<file path="src/rtl/ptp_bridge_pkg.sv">
// Shared types and helpers for the bridge datapath.
package ptp_bridge_pkg;

    localparam int unsigned MAX_PKT_SIZE  = 9216;
    localparam int unsigned MAX_SEG_BYTES = 128;

    typedef struct packed {
        logic       sop;
        logic       eop;
        logic [7:0] bytesvld;  // valid bytes on an eop beat; 0 means a full segment
        logic [7:0] src_port;
        logic [7:0] dst_port;
    } segment_info_s;

    localparam int unsigned SEGMENT_INFO_WIDTH = $bits(segment_info_s);
    // Position of eop inside a flattened segment_info_s (sop is the MSB).
    localparam int unsigned SEG_EOP_BIT = SEGMENT_INFO_WIDTH - 2;

    typedef enum logic [1:0] {LG_IDLE, LG_IN_PKT, LG_DISCARD} lg_state_e;

    // Bytes a beat really carries: full segment unless it is an eop beat with a sane bytesvld.
    function automatic logic [7:0] fn_eff_bytes(input logic [7:0] bytesvld, input logic eop,
                                                input int unsigned data_bytes);
        if (!eop || bytesvld == 8'd0 || 32'(bytesvld) > data_bytes) begin
            return 8'(data_bytes);
        end
        return bytesvld;
    endfunction

    // Bit i set when byte i (byte 0 = first on the wire) is below n and inside the segment.
    function automatic logic [MAX_SEG_BYTES-1:0] fn_mask_bytesvld_n(input logic [7:0] n,
                                                                    input int unsigned data_bytes);
        logic [MAX_SEG_BYTES-1:0] ones;
        ones = '1;
        return ~(ones << n) & ~(ones << data_bytes);
    endfunction

endpackage

</file>
<file path="src/rtl/ptp_bridge_skid_buf.sv">
// Two-entry buffer whose input ready is a flop, so it never depends on m_ready_i
// combinationally while still sustaining one transfer per cycle.
module ptp_bridge_skid_buf #(
    parameter int unsigned WIDTH = 8
) (
    input  logic             clk_i,
    input  logic             rst_i,
    input  logic             s_valid_i,
    output logic             s_ready_o,
    input  logic [WIDTH-1:0] s_data_i,
    output logic             m_valid_o,
    input  logic             m_ready_i,
    output logic [WIDTH-1:0] m_data_o
);

    logic [WIDTH-1:0] mem_q [2];
    logic             wr_ptr_q;
    logic             rd_ptr_q;
    logic [1:0]       count_q;
    logic [1:0]       count_d;
    logic             ready_q;
    logic             push;
    logic             pop;

    assign push      = s_valid_i && ready_q;
    assign pop       = m_valid_o && m_ready_i;
    assign m_valid_o = (count_q != 2'd0);
    assign m_data_o  = mem_q[rd_ptr_q];
    assign s_ready_o = ready_q;

    // Occupancy after this cycle's push and pop.
    always_comb begin
        count_d = count_q;
        if (push && !pop) begin
            count_d = count_q + 2'd1;
        end else if (pop && !push) begin
            count_d = count_q - 2'd1;
        end
    end

    // Storage, pointers and the registered ready flag.
    always_ff @(posedge clk_i) begin
        if (rst_i) begin
            mem_q[0] <= '0;
            mem_q[1] <= '0;
            wr_ptr_q <= 1'b0;
            rd_ptr_q <= 1'b0;
            count_q  <= 2'd0;
            ready_q  <= 1'b0;
        end else begin
            if (push) begin
                mem_q[wr_ptr_q] <= s_data_i;
                wr_ptr_q        <= ~wr_ptr_q;
            end
            if (pop) begin
                rd_ptr_q <= ~rd_ptr_q;
            end
            count_q <= count_d;
            ready_q <= (count_d != 2'd2);
        end
    end

endmodule

</file>
<file path="src/rtl/ptp_bridge_seg_len_guard.sv">
// Segment-stream conditioner: masks invalid bytes, truncates oversize packets,
// drops unframed data and keeps saturating statistics.
module ptp_bridge_seg_len_guard
    import ptp_bridge_pkg::*;
#(
    parameter int unsigned DATA_BYTES    = 64,
    parameter int unsigned MAX_PKT_BYTES = MAX_PKT_SIZE,
    parameter int unsigned CNT_WIDTH     = 32
) (
    input  logic                          clk,
    input  logic                          rst,
    input  logic                          s_tvalid,
    output logic                          s_tready,
    input  logic [DATA_BYTES*8-1:0]       s_tdata,
    input  logic [SEGMENT_INFO_WIDTH-1:0] s_tuser,
    output logic                          m_tvalid,
    input  logic                          m_tready,
    output logic [DATA_BYTES*8-1:0]       m_tdata,
    output logic [SEGMENT_INFO_WIDTH-1:0] m_tuser,
    output logic                          m_terr,
    input  logic                          cnt_clr,
    output logic [CNT_WIDTH-1:0]          pkt_cnt,
    output logic [CNT_WIDTH-1:0]          oversize_cnt,
    output logic [CNT_WIDTH-1:0]          framing_err_cnt
);

    localparam int unsigned DW        = DATA_BYTES * 8;
    localparam int unsigned LEN_W     = $clog2(MAX_PKT_BYTES + DATA_BYTES) + 1;
    localparam int unsigned PAYLOAD_W = 1 + SEGMENT_INFO_WIDTH + DW;
    localparam logic [LEN_W-1:0] MaxLen = LEN_W'(MAX_PKT_BYTES);

    lg_state_e                state_q, state_d;
    logic [LEN_W-1:0]         len_q, len_d;
    logic [CNT_WIDTH-1:0]     pkt_cnt_q, pkt_cnt_d;
    logic [CNT_WIDTH-1:0]     over_cnt_q, over_cnt_d;
    logic [CNT_WIDTH-1:0]     ferr_cnt_q, ferr_cnt_d;

    segment_info_s            in_info;
    segment_info_s            out_info;
    logic                     buf_ready;
    logic                     in_hs;
    logic [7:0]               eb;
    logic [LEN_W-1:0]         base_len;
    logic [LEN_W-1:0]         new_len;
    logic [LEN_W-1:0]         trim;
    logic                     over;
    logic                     emit;
    logic                     ferr_evt;
    logic                     over_evt;
    logic                     pkt_evt;
    logic [7:0]               keep_n;
    logic [MAX_SEG_BYTES-1:0] byte_mask;
    logic [DW-1:0]            out_data;
    logic [PAYLOAD_W-1:0]     buf_out;
    logic                     unused_mask;

    assign in_info  = s_tuser;
    assign in_hs    = s_tvalid && buf_ready;
    assign s_tready = buf_ready;

    assign eb       = fn_eff_bytes(in_info.bytesvld, in_info.eop, DATA_BYTES);
    // A sop always restarts the count, including one that arrives mid-packet.
    assign base_len = (state_q == LG_IN_PKT && !in_info.sop) ? len_q : '0;
    assign new_len  = base_len + LEN_W'(eb);
    assign over     = (new_len > MaxLen);
    assign trim     = MaxLen - base_len;

    // FSM state and length accumulator.
    always_ff @(posedge clk) begin
        if (rst) begin
            state_q <= LG_IDLE;
            len_q   <= '0;
        end else begin
            state_q <= state_d;
            len_q   <= len_d;
        end
    end

    // Next state: emitted beats track length, dropped beats resync on eop.
    always_comb begin
        state_d = state_q;
        len_d   = len_q;
        if (in_hs) begin
            if (emit) begin
                len_d = new_len;
                if (in_info.eop) begin
                    state_d = LG_IDLE;
                end else if (over) begin
                    state_d = LG_DISCARD;
                end else begin
                    state_d = LG_IN_PKT;
                end
            end else begin
                state_d = in_info.eop ? LG_IDLE : LG_DISCARD;
            end
        end
    end

    // FSM outputs: which beats go downstream, how they are rewritten, which events count.
    always_comb begin
        emit     = 1'b0;
        ferr_evt = 1'b0;
        over_evt = 1'b0;
        out_info = in_info;
        keep_n   = eb;
        if (in_hs) begin
            case (state_q)
                LG_IN_PKT: begin
                    emit     = 1'b1;
                    ferr_evt = in_info.sop;
                end
                LG_DISCARD: begin
                    emit     = in_info.sop;
                    ferr_evt = in_info.sop;
                end
                default: begin
                    emit     = in_info.sop;
                    ferr_evt = !in_info.sop;
                end
            endcase
        end
        if (emit && over) begin
            over_evt          = 1'b1;
            out_info.eop      = 1'b1;
            // A zero-byte remainder cannot be encoded, so it is sent as a full errored beat.
            out_info.bytesvld = (trim == '0) ? 8'(DATA_BYTES) : 8'(trim);
            keep_n            = 8'(trim);
        end
    end

    assign byte_mask   = fn_mask_bytesvld_n(keep_n, DATA_BYTES);
    assign unused_mask = ^byte_mask;

    // Zero every byte past the kept count; byte 0 sits in the MSBs.
    always_comb begin
        out_data = '0;
        for (int i = 0; i < int'(DATA_BYTES); i++) begin
            if (byte_mask[i]) begin
                out_data[(DATA_BYTES-1-i)*8 +: 8] = s_tdata[(DATA_BYTES-1-i)*8 +: 8];
            end
        end
    end

    ptp_bridge_skid_buf #(
        .WIDTH (PAYLOAD_W)
    ) u_skid (
        .clk_i     (clk),
        .rst_i     (rst),
        .s_valid_i (in_hs && emit),
        .s_ready_o (buf_ready),
        .s_data_i  ({over_evt, out_info, out_data}),
        .m_valid_o (m_tvalid),
        .m_ready_i (m_tready),
        .m_data_o  (buf_out)
    );

    assign {m_terr, m_tuser, m_tdata} = buf_out;
    assign pkt_evt = m_tvalid && m_tready && m_tuser[SEG_EOP_BIT];

    // Saturating counters; a clear beats a coincident event.
    always_comb begin
        pkt_cnt_d  = pkt_cnt_q;
        over_cnt_d = over_cnt_q;
        ferr_cnt_d = ferr_cnt_q;
        if (cnt_clr) begin
            pkt_cnt_d  = '0;
            over_cnt_d = '0;
            ferr_cnt_d = '0;
        end else begin
            if (pkt_evt && pkt_cnt_q != '1) pkt_cnt_d = pkt_cnt_q + CNT_WIDTH'(1);
            if (over_evt && over_cnt_q != '1) over_cnt_d = over_cnt_q + CNT_WIDTH'(1);
            if (ferr_evt && ferr_cnt_q != '1) ferr_cnt_d = ferr_cnt_q + CNT_WIDTH'(1);
        end
    end

    // Counter registers.
    always_ff @(posedge clk) begin
        if (rst) begin
            pkt_cnt_q  <= '0;
            over_cnt_q <= '0;
            ferr_cnt_q <= '0;
        end else begin
            pkt_cnt_q  <= pkt_cnt_d;
            over_cnt_q <= over_cnt_d;
            ferr_cnt_q <= ferr_cnt_d;
        end
    end

    assign pkt_cnt         = pkt_cnt_q;
    assign oversize_cnt    = over_cnt_q;
    assign framing_err_cnt = ferr_cnt_q;

endmodule

</file>
<file path="config.mk">
export PLATFORM = sky130hd
export DESIGN_NAME = ptp_bridge_seg_len_guard
export DESIGN_NICKNAME = d
export VERILOG_FILES = /design/src/rtl/ptp_bridge_pkg.sv /design/src/rtl/ptp_bridge_skid_buf.sv /design/src/rtl/ptp_bridge_seg_len_guard.sv
export SDC_FILE = /design/constraint.sdc
export NUM_CORES = 2
export LEC_CHECK = 0
export ABC_AREA = 1
export ABC_CLOCK_PERIOD_IN_PS = 23200
export CORE_AREA = 4 4 456 458
export DETAILED_ROUTE_END_ITERATION = 16
export DIE_AREA = 0 0 460 462
export SYNTH_ARGS = -nofsm -noshare
export SYNTH_HDL_FRONTEND = slang
export SYNTH_SLANG_ARGS = --single-unit
</file>
<file path="constraint.sdc">
create_clock -name clk -period 23.2 [get_ports clk]
set_input_delay 2.32 -clock clk [delete_from_list [all_inputs] [get_ports clk]]
set_output_delay 2.32 -clock clk [all_outputs]
set_load 0.1 [all_outputs]
</file>
==> qor.txt <==
Status -> finished clean
Vias per cell -> 4.681
Starting DRT DRC Count -> 3328
Peak Freq -> 120.0 MHz
Asr flop ratio synth -> 0
Total track usage -> 0.2024
Placer Congestion -> 0.8866
CP Max Fanout -> 24
Post-CTS resize count -> 0
Post-route setup TNS -> 0 ns
Pins Over Slew Limit -> 0
RSZ-0062 raised after global routing -> no
Vias -> 40597
Area Overhead vs Synth -> 35.59%
Tmin final -> 8.337 ns
Clk pin slew, worst setup/hold paths -> 0.06 ns
Slowest stage delay, CP -> 0.57 ns
CP delay by family, top -> simple AND/OR/NAND/NOR gates
Power Density -> 108.4 nW/um2
CTS Buf Count -> 144
Core Rows -> 166
Core area -> 204000 um2
Post-synth top area cell -> edfxtp_1
Synth top area share -> 0.6020
Number of synthesized flops with an enable pin -> 1078
Max_cap viols -> 0
Worst path required time -> 23.68 ns
Multi-input gate area -> 16700 um2
Sink of the worst hold path -> len_q[1]
Hold Crit Depth -> 2
Post-route DRC -> 0
Leak pwr -> 27.14 nW
IO buf count -> 1179
First-pass GRT wire length -> 305.7 mm
Pwr Total -> 7.900 mW
CTS tree -> yes
Initial Util -> 0.2636
Synthesized flop and latch total -> 1197
Worst path slowest cell -> nand2_1
Congestion Overflow GR -> 0
Setup Skew -> 0.03751 ns
Die area -> 212500 um2
Synth unique cells -> 55
Crit path buf inv count -> 6
Final ANT Viol Nets -> 0
Drt wl/cell -> 25.88 um
Clk_lat worst skew -> 0.79 ns
CP Launch Type -> input port
R2R Path End -> u_skid.mem_q[1][44]
Root Driver -> clkbuf_16
NumNets Final -> 6408
CTS max path bufs -> 3
Layout cells sized above 1 -> 0.1594
Vias in the first global route -> 40237
Die height -> 462 um
Post-DP HPWL -> 166.1 mm
Sequential fraction of the synthesis area -> 0.6463
Fill cells -> 20402
HP Class -> reg -> reg
Top FF cell, synth -> edfxtp_1
Synth top cells by count -> edfxtp_1, nor2_1, nand2_1, mux2_2, inv_1
Post-CTS Setup Repair Bufs -> 0
Yosys warnings -> 0
Final WL -> 224.4 mm
Clock sinks -> 1197
Seq. cell area -> 34760 um2
Slew at the pin closest to its max-slew limit -> 1.220 ns
Peak supply drop -> 0.06984 mV
Router iterations before antenna repair -> 5
WP data arrival -> 8.82 ns
R2r setup slk -> 16.46 ns
Critical path capture point type -> flop
Slew margin rel. -> 0.1864
Cells after Synth -> 4712
Area contributors post-synth -> edfxtp_1, mux2_2, nor2_1
Initial antenna violation count -> 82
Worst r2r src -> state_q[1]
Largest net degree at the start of global routing -> 171
Crit share post-route -> 0.3593
Crit-path most repeated cell -> nand2_1
Mean Syn Cell Area -> 11.41 um2
Count of final hold-check violations -> 0
Die W -> 460 um
Htree depth -> 4
Hold_sp -> len_q[1]
Hold-fix buffers at CTS -> 0
Top Ports -> 1180
Setup violators final -> 0
Critical path class -> in -> reg
Reg2reg path depth -> 28
Post-Syn Nets -> 5269
Most frequent cell after synthesis -> edfxtp_1
Netlist Area Pre-Place -> 53770 um2
[cell families after synthesis]
family                   synth area share
AO/OA/AOI/OAI                     0.02090
XOR/XNOR                         0.004398
adder cells (fa/ha/maj)          0.003258
buffers and inverters             0.04386
flip-flops                         0.6463
multiplexers                       0.1127
other                          0.00006974
AND/OR/NAND/NOR                    0.1685
[cell type report]
| type | instances | share of cell area |
|---|---|---|
| Clock buffer | 183 | 0.05272 |
| Tap cell | 2688 | 0.04613 |
| Clock inverter | 71 | 0.01035 |
| Timing Repair Buffer | 1222 | 0.1650 |
| Multi-Input combinational cell | 2916 | 0.2291 |
| Inverter | 370 | 0.01915 |
| Sequential cell | 1197 | 0.4767 |
| Antenna cell | 25 | 0.0008581 |
[flip-flops by register name, indices dropped and copies added, names as in the netlist, named ones only]
name and flops:
u_skid.mem_q 1078, framing_err_cnt 32, oversize_cnt 32, pkt_cnt 32, len_q 15, state_q 2, u_skid.count_q 2, u_skid.rd_ptr_q 1
u_skid.s_ready_o 1, u_skid.wr_ptr_q 1
[layer usage]
| layer | share of wire | track usage |
|---|---|---|
| met5 | 0.0019 | 0 |
| met2 | 0.45 | 0.3173 |
| met3 | 0.10 | 0.08224 |
| met4 | 0.033 | 0.06929 |
| met1 | 0.41 | 0.2525 |
[metrics by stage]
step	area, um2	worst slack [ns]	util	hold WS [ns]	cells
after detailed placement	68250	14.17	0.3346	0.4610	8393
after global routing	72860	14.43	0.3572	0.4971	8652
after floorplan	53770	6.748	-	0.4306	4712
final	72910	14.86	0.3575	0.4625	8672
after global placement	68250	14.30	0.3346	0.4524	8393
after CTS	72840	14.90	0.3572	0.4699	8647
[worst max path at each step]
stage | startpoint | end | cells after the start
after floorplan | s_tuser[25] | u_skid.mem_q[1][0] | 8
after global placement | s_tuser[25] | u_skid.mem_q[1][42] | 28
after detailed placement | s_tuser[25] | u_skid.mem_q[1][44] | 28
after CTS | flop | m_tdata[390] | 5
after global routing | s_tuser[25] | u_skid.mem_q[0][47] | 27
final | s_tuser[25] | u_skid.mem_q[1][44] | 28
[cells in the final DEF (no fill, tap or decap), types with 5 or more instances in the layout]
cell	n
nand4_1	26
nor3_2	12
nand2_1	653
nand2_4	7
dfxtp_1	118
nor2_4	6
inv_2	12
diode_2	25
nand3_2	9
ha_1	14
nand3_1	83
o21a_1	6
clkdlybuf4s50_1	1115
edfxtp_1	1078
o21ai_2	7
nor2_2	9
a21oi_1	87
o211ai_1	10
o21ai_0	70
nor2_1	948
clkbuf_16	147
xnor2_1	7
xor2_1	20
nand2_2	24
nor4_1	19
buf_4	102
clkbuf_1	33
clkinv_1	27
clkinv_8	5
bufinv_16	11
inv_6	7
mux2_2	538
buf_12	5
inv_1	353
clkinv_2	14
nor3_1	325
[power by group]
part	total [mW]	internal [mW]	leakage (nW)	switching, mW
Sequential	2.53	2.48	12.1	0.0418
Combinational	3.14	0.755	12.8	2.38
Clock	2.24	1.30	2.23	0.936
[worst reg2reg max path: cells and delay by family, from the launching register on]
kind / cells / cell delay (ns)
fa+ha+maj: 2 / 0.62
buf+inv: 5 / 0.92
flops: 1 / 0.33
compound gates: 3 / 0.64
simple gates: 18 / 3.94
No activity file was read; power rests on OpenSTA's default activity.
